$ cat config.mk
export PLATFORM = sky130hd
export DESIGN_NAME = gray_pdm_fb
export DESIGN_NICKNAME = d
export VERILOG_FILES = /design/src/rtl/gray_pdm_fb.sv
export SDC_FILE = /design/constraint.sdc
export NUM_CORES = 1
export LEC_CHECK = 0
export ABC_AREA = 1
export CORE_MARGIN = 10
export CORE_UTILIZATION = 45
export DETAILED_ROUTE_END_ITERATION = 10
export PLACE_DENSITY = 0.68
export SETUP_SLACK_MARGIN = 0.5
export SYNTH_ARGS = -nofsm -noshare
export SYNTH_HDL_FRONTEND = slang
export SYNTH_SLANG_ARGS = --single-unit
$ cat constraint.sdc
create_clock -name clk_ext -period 11.65 [get_ports clk_ext]
set_input_delay 3.495 -clock clk_ext [delete_from_list [all_inputs] [get_ports clk_ext]]
set_output_delay 3.495 -clock clk_ext [all_outputs]
set_load 0.05 [all_outputs]
$ cat src/rtl/gray_pdm_fb.sv
// -----------------------------------------------------------------------------
// gray_pdm_fb
//
// Gray-weighted pulse-density modulator for a feedback path.
//
// Each enabled cycle, one bit of the active code is selected. The choice
// depends on which gray-counter bit would toggle on the next increment of the
// free-running binary frame counter. For a frame counter value cnt with k
// trailing ones:
//   - bit WIDTH-1-k of the code is selected when k < WIDTH;
//   - a 0 is output when cnt is all ones.
// Code bit j is therefore emitted 2^j times per 2^WIDTH-cycle frame, so a
// frame carries exactly `code` ones.
//
// Optional feature (macro GRAY_PDM_FRAME_SYNC_EN):
//   defined   - codes are buffered in a single-entry pending slot and only
//               applied at the frame-end edge, so no frame mixes two codes;
//               code_ready = !pend_full.
//   undefined - an accepted code is written straight to the active code;
//               code_ready is tied high and no pending slot is built.
//
// Parameters:
//   WIDTH        code width and frame-counter width (legal 2..16)
//
// Ports:
//   clk_ext      in   single clock, rising-edge
//   rst_ext      in   asynchronous active-high reset
//   en           in   advance frame counter; low freezes modulation
//   code_in      in   new code (unsigned, WIDTH bits)
//   code_valid   in   code_in offered
//   code_ready   out  code can be accepted (combinational)
//   pdm_out      out  registered modulated bitstream
//   frame_start  out  high while pdm_out carries bit 0 of a frame
// -----------------------------------------------------------------------------
module gray_pdm_fb #(
    parameter int WIDTH = 10
) (
    input  logic             clk_ext,
    input  logic             rst_ext,
    input  logic             en,
    input  logic [WIDTH-1:0] code_in,
    input  logic             code_valid,
    output logic             code_ready,
    output logic             pdm_out,
    output logic             frame_start
);

    // Width wide enough to hold a trailing-ones count of 0..WIDTH.
    localparam int KW = $clog2(WIDTH + 1);
    // Bit-reversed code is padded to a power of two so that every value of
    // the trailing-ones count indexes a real bit. Index WIDTH (all-ones
    // counter) lands on padding, which is zero.
    localparam int RW = 1 << KW;

    // Count of consecutive ones starting at bit 0. This equals the index of
    // the gray-code bit that toggles on the increment of v.
    function automatic logic [KW-1:0] trailing_ones(input logic [WIDTH-1:0] v);
        logic [KW-1:0] n;
        logic          run;
        n   = '0;
        run = 1'b1;
        for (int i = 0; i < WIDTH; i++) begin
            if (run && v[i]) begin
                n = n + KW'(1);
            end else begin
                run = 1'b0;
            end
        end
        return n;
    endfunction

    logic [WIDTH-1:0] r_cnt;
    logic [WIDTH-1:0] r_code_act;
    logic             r_pdm;
    logic             r_frame_start;

    logic [KW-1:0]    w_k;
    logic [RW-1:0]    w_code_rev;
    logic             w_sel;
    logic             w_cnt_max;
    logic             w_frame_end;

    // Bit selection: reverse the active code so that trailing-ones count k
    // directly addresses code bit WIDTH-1-k.
    always_comb begin
        w_code_rev = '0;
        for (int i = 0; i < WIDTH; i++) begin
            w_code_rev[i] = r_code_act[WIDTH-1-i];
        end
        w_k   = trailing_ones(r_cnt);
        w_sel = w_code_rev[w_k];
    end

    assign w_cnt_max   = &r_cnt;
    assign w_frame_end = en & w_cnt_max;

    // Frame counter and registered outputs; outputs reflect the counter
    // value sampled at the same edge, one cycle of latency.
    always_ff @(posedge clk_ext or posedge rst_ext) begin
        if (rst_ext) begin
            r_cnt         <= '0;
            r_pdm         <= 1'b0;
            r_frame_start <= 1'b0;
        end else if (en) begin
            r_cnt         <= r_cnt + WIDTH'(1);
            r_pdm         <= w_sel;
            r_frame_start <= (r_cnt == '0);
        end else begin
            r_cnt         <= r_cnt;
            r_pdm         <= 1'b0;
            r_frame_start <= 1'b0;
        end
    end

`ifdef GRAY_PDM_FRAME_SYNC_EN
    logic [WIDTH-1:0] r_code_pend;
    logic             r_pend_full;
    logic             w_accept;

    assign code_ready = ~r_pend_full;
    assign w_accept   = code_valid & ~r_pend_full;

    // Code loading aligned to frame boundaries. A code accepted on the
    // frame-end edge bypasses the pending slot, which can only happen while
    // the slot is empty because code_ready is low otherwise.
    always_ff @(posedge clk_ext or posedge rst_ext) begin
        if (rst_ext) begin
            r_code_act  <= '0;
            r_code_pend <= '0;
            r_pend_full <= 1'b0;
        end else if (w_frame_end) begin
            if (w_accept) begin
                r_code_act  <= code_in;
                r_pend_full <= 1'b0;
            end else if (r_pend_full) begin
                r_code_act  <= r_code_pend;
                r_pend_full <= 1'b0;
            end else begin
                r_code_act  <= r_code_act;
                r_pend_full <= 1'b0;
            end
        end else if (w_accept) begin
            r_code_pend <= code_in;
            r_pend_full <= 1'b1;
        end else begin
            r_code_pend <= r_code_pend;
            r_pend_full <= r_pend_full;
        end
    end
`else
    assign code_ready = 1'b1;

    // Immediate code loading: the next selection already uses the new code,
    // so a frame in progress may mix two codes.
    always_ff @(posedge clk_ext or posedge rst_ext) begin
        if (rst_ext) begin
            r_code_act <= '0;
        end else if (code_valid) begin
            r_code_act <= code_in;
        end else begin
            r_code_act <= r_code_act;
        end
    end
`endif

    assign pdm_out     = r_pdm;
    assign frame_start = r_frame_start;

endmodule

==> out/summary.txt, run 1 <==
library cells used by synthesis = 31
DRC Markers = 0
depth of the most critical reg-to-reg path = 34
commonest non-fill, non-tap cell in the layout = nand2_1
core footprint = 4000 um2
CTS sink cnt = 22
global route overflow = 0
Hold Slack = 0.505 ns
fin crit share = 45.8%
share of cells above drive strength 1 = 11.4%
CP bufs+invs = 6
largest net degree at the start of global routing = 23
WP data required = 11.80 ns
vias per cell = 4.90
Ys Warns = 0
cell family with most CP delay = simple AND/OR/NAND/NOR gates
area grow syn2layout = 11.4%
Starting Density = 46.2%
Die Y = 84.1 um
die width = 84.1 um
Hold Buf Count CTS = 0
number of I/O port buffers = 15
Seq/Total Area, Yosys = 29.8%
Setup CP Type = flip-flop to flip-flop
startpoint types = flip-flop
Avg Synthesized Cell Area = 7.08 um2
Synth Flop Type = dfrtp_1
crit path time final = 5.34 ns
Synth Net Count = 286
num rows = 23
via count = 1582
internal reg-to-reg setup slack = 6.31 ns
later-pin clock latency in the skew report = 0.25 ns
io pins = 17
final net count = 300
Most common cell on crit path = nand2_1
DP Wirelength = 2.88 mm
Reg clk slew, reported paths = 0.07 ns
Hold Fails Final Rpt = 0
Post-CTS Setup Inserts = 0
Worst Setup End Kind = flip-flop
Final ANT Viol Nets = 0
global-route usage over all layers = 10.5%
commonest cells after routing, fill and taps aside = 62 x nand2_1, 42 x inv_1, 40 x nand3_1
Leak Pwr = 1.11 nW
status = complete, no violations
Max Cap Violations = 0
pwr dens = 183 nW/um2
hold path depth = 1
vias in the first global route = 1540
Worst Hold Class = flip-flop to flip-flop
GPL Wtd Cong = 0.837
full die area = 7070 um2
Final Slew Violations = 0
number of flops mapped to enable cells by yosys = 0
Setup Viol. Count Final = 0
post-CTS sizing = 0
worst slew pin tran = 0.825 ns
CP max stage cell = dfrtp_1
DR iter-0 viols = 101
CTS tree = built
RSZ-0062 raised after global routing = false
CP Depth = 34
H-tree depth reported by CTS = 1
drt wl/cell = 10.7 um
Worst Hold Endpoint = r_cnt[9]
FF-to-FF End = pdm_out
Post-Syn Instances = 261
register bit total from synthesis = 22
TritonCTS buffer count = 3
CTS Root Cell = clkbuf_8
maximum buffer depth of the clock tree = 2
CP peak stage delay = 0.44 ns
final WL = 3.46 mm
initial antenna violation count = 0
Slew HR = 44.9%
Worst EP arrival = 5.49 ns
global-route wire length before repair = 6.60 mm
Setup TNS Final = 0 ns
Worst R2R Start = r_cnt[0]
Fmax achieved = 187 MHz
DR pass1 iterations = 4
Crit Path Max Fanout = 5
Hold Startpoint = r_cnt[9]
clk_skew = 0.00586 ns
ys async rst share = 100%
Fill cells = 385
Inserted Diodes = 0
Mapped Area = 1850 um2
Max IR drop VDD = 0.136 mV
-- sequential cells by signal, summed over array words and instances (netlist names) --
signal and flops:
r_cnt 10, pdm_out 1, r_code_act 10, frame_start 1
-- Yosys cell counts (all sizes together) (2+ instances only) --
master / instances / area (um2)
o21ai: 8 / 43.8
dfrtp: 22 / 551
ha: 11 / 138
nor3: 4 / 20.0
nand3: 41 / 210
a21oi: 2 / 10.0
buf: 6 / 42.5
inv: 44 / 165
nand4: 7 / 43.8
nor2: 17 / 86.3
nand3b: 2 / 15.0
nand2: 73 / 312
xor2: 7 / 61.3
mux2: 8 / 90.1
or2: 3 / 21.3
-- routing by layer --
metal / share of wire (%) / vias to the layer above / track usage (%)
met2: 44 / 24 / 16.7
met5: 0 / - / 0
met4: 0.93 / 0 / 2.74
li1: - / 857 / -
met1: 52 / 697 / 14.2
met3: 3.1 / 4 / 1.66
-- through the flow --
stage	area, um2	total power (W)	worst slack, ns	utilization, %	std cells
4_1_cts	2060	0.000379	6.29	51.5	323
5_1_grt	2060	0.000426	5.85	51.5	323
3_3_place_gp	2020	0.000330	6.35	50.5	320
6_report	2060	0.000377	6.31	51.5	323
2_1_floorplan	1850	0.000294	6.69	-	261
3_5_place_dp	2020	0.000334	6.31	50.5	320
-- kinds of logic after synthesis --
logic type | synth area share (%)
simple gates | 39.1
buf+inv | 11.5
flops | 29.8
fa+ha+maj | 7.45
compound gates | 3.32
xor+xnor | 3.79
mux | 4.87
other cells | 0.203
-- cell type report --
| type | instances | area, um2 | area share (%) |
|---|---|---|---|
| multi-input cells | 188 | 1080 | 52.7 |
| flip-flops and latches | 22 | 551 | 26.7 |
| inverters | 45 | 170 | 8.26 |
| repair buffers | 15 | 150 | 7.29 |
| well taps | 50 | 62.6 | 3.04 |
| clock buffers | 3 | 41.3 | 2.00 |
-- worst max path at each step --
stage                     slack, ns      end      from
after floorplan                6.69  pdm_out  r_cnt[1]
after global placement         6.35  pdm_out  r_cnt[0]
after detailed placement       6.31  pdm_out  r_cnt[0]
after CTS                      6.29  pdm_out  r_cnt[0]
after global routing           5.85  pdm_out  r_cnt[0]
final                          6.31  pdm_out  r_cnt[0]
-- report_power, final --
group,leakage (nW),internal [W],total [W],switching [W]
clock,0.0216,0.0000230,0.0000448,0.0000218
sequential,0.260,0.0000952,0.000123,0.0000273
combinational,0.832,0.0000756,0.000209,0.000134
total,1.11,0.000194,0.000377,0.000183
No activity file was read; power rests on OpenSTA's default activity.
==> run 2: changes to the inputs <==
- PLACE_DENSITY: 0.68 -> 0.7
- clock period: 11.65 -> 4.6 ns (I/O delays scaled with it)
==> run 2 against run 1 <==
The run now ends with negative setup slack left. Count of clock-buffer cells in the layout increased by 1. Sequential share of layout area fell by 4.1 points. Cell area increased by 19%. Register-to-register slack lost 6.5 ns. First-iteration DRC count down 33%. Setup slack worse by 6.5 ns. Wire length increased by 9.8%. Critical path type unchanged. Largest cell class unchanged. Largest power group unchanged. Highest routed layer unchanged.
==> out/summary.txt, run 2 (synthesis gave the netlist of run 1 again) <==
status = complete, but fails checks
failing checks = negative setup slack
full die area = 7070 um2
startpoint types = flip-flop
Setup CP Type = flip-flop to flip-flop
Starting Density = 46.2%
num rows = 23
final instance area = 2450 um2
CP Depth = 34
DR iter-0 viols = 68
final worst slack = -0.218 ns
Critical Path Sink = pdm_out
Leak Pwr = 1.26 nW
largest registers = r_cnt x10, r_code_act x10
CTS Root Cell = clkbuf_8
DP Wirelength = 2.93 mm
via count = 1701
area grow syn2layout = 32.5%
CP bufs+invs = 6
Final Slew Violations = 0
crit path time final = 4.82 ns
Worst Hold Class = flip-flop to flip-flop
pwr dens = 531 nW/um2
Setup TNS Final = -0.218 ns
final net count = 325
CTS tree = built
Worst R2R Start = r_cnt[1]
H-tree depth reported by CTS = 1
FF/Latch Area = 553 um2
internal power = 0.000705 W
fin crit share = 105%
Most common cell on crit path = ha_4
CTS sink cnt = 22
Inserted Diodes = 0
cell area after placement = 2260 um2
maximum buffer depth of the clock tree = 2
GPL Wtd Cong = 0.833
commonest cells after routing, fill and taps aside = 54 x nand2_1, 36 x inv_1, 35 x nand3_1
largest net degree at the start of global routing = 23
clk_skew = 0.00225 ns
Max IR drop VDD = 0.402 mV
TritonCTS buffer count = 3
Gate power share = 65.7%
number of I/O port buffers = 15
worst slew pin tran = 0.818 ns
Crit Path Max Fanout = 4
global-route usage over all layers = 10.6%
drt wl/cell = 10.9 um
die width = 84.1 um
vias per cell = 4.87
CP peak stage delay = 0.47 ns
Sequential Power Share = 23.9%
initial antenna violation count = 0
final WL = 3.80 mm
Hold Fails Final Rpt = 0
share of cells above drive strength 1 = 30.1%
Hold Slack = 0.501 ns
internal reg-to-reg setup slack = -0.22 ns
global-route wire length before repair = 6.87 mm
core footprint = 4000 um2
PnR Total Power = 0.00130 W
Die Y = 84.1 um
CP max stage cell = dfrtp_2
Reg clk slew, reported paths = 0.08 ns
commonest non-fill, non-tap cell in the layout = nand2_1
vias in the first global route = 1631
area occupied by multi-input gates = 1270 um2
WP data required = 4.75 ns
cell family with most CP delay = simple AND/OR/NAND/NOR gates
Slew HR = 45.4%
Final ANT Viol Nets = 0
Switch Pwr = 0.000595 W
Clock power frac = 10.4%
global route overflow = 0
Worst Setup End Kind = flip-flop
Fill cells = 347
RSZ-0062 raised after global routing = true
DR pass1 iterations = 4
Worst EP arrival = 4.97 ns
Setup Viol. Count Final = 1
FF-to-FF End = pdm_out
io pins = 17
Fmax achieved = 208 MHz
depth of the most critical reg-to-reg path = 34
Max Cap Violations = 0
Crit. Startpoint = r_cnt[1]
sw frac = 45.8%
DRC Markers = 0
later-pin clock latency in the skew report = 0.25 ns
## run 2: cell types whose count changed in the layout (fill, tap and decap cells not counted), sizes merged
cell,change
clkbuf,+1
buf,+25
## run 2: routing by layer
metal	vias up	global-route usage, %	wire length [um]
li1	912	-	-
met1	764	14.4	1910
met2	23	17.4	1760
met3	2	1.37	106
met4	0	1.83	21
met5	-	0	0
## run 2: final cells by class
type / instances / share of cell area (%)
Sequential cell: 22 / 22.6
Timing Repair Buffer: 40 / 13.8
Clock buffer: 4 / 2.25
Tap cell: 50 / 2.55
Multi-Input combinational cell: 188 / 51.8
Inverter: 45 / 7.05
## run 2: repair_timing
action,4_1_cts,5_1_grt
buffers inserted,0,3
resized for setup,1,22
hold buffers,0,0
endpoints found under the hold margin,0,0
endpoints found under the setup margin,1,1
pin swaps,0,20
## run 2: worst min-delay path by stage
stage                          end      from  cells after the start
final                     r_cnt[9]  r_cnt[9]                      1
after CTS                 r_cnt[9]  r_cnt[9]                      1
after detailed placement  r_cnt[9]  r_cnt[9]                      1
after floorplan           r_cnt[9]  r_cnt[9]                      1
after global routing      r_cnt[9]  r_cnt[9]                      1
after global placement    r_cnt[9]  r_cnt[9]                      1
## run 2: stage by stage
| stage | cells | utilization [%] | worst slack, ns |
|---|---|---|---|
| 2_1_floorplan | 261 | - | -0.0989 |
| 3_3_place_gp | 342 | 56.5 | -0.193 |
| 3_5_place_dp | 342 | 56.5 | -0.251 |
| 4_1_cts | 346 | 58.0 | -0.280 |
| 5_1_grt | 349 | 61.2 | -0.442 |
| 6_report | 349 | 61.2 | -0.218 |
## run 2: power groups by stage
stage | sequential, W | combinational (W) | clock [W]
after floorplan | 0.000299 | 0.000513 | 0
after global placement | 0.000312 | 0.000710 | 0
after detailed placement | 0.000313 | 0.000721 | 0
after CTS | 0.000310 | 0.000729 | 0.000141
after global routing | 0.000321 | 0.000974 | 0.000146
final | 0.000310 | 0.000854 | 0.000135
==> run 3: changes to the inputs <==
- SLEW_MARGIN: unset -> 20
==> results of run 3 <==
Final layout, timing and power as in run 2 (identical DEF).
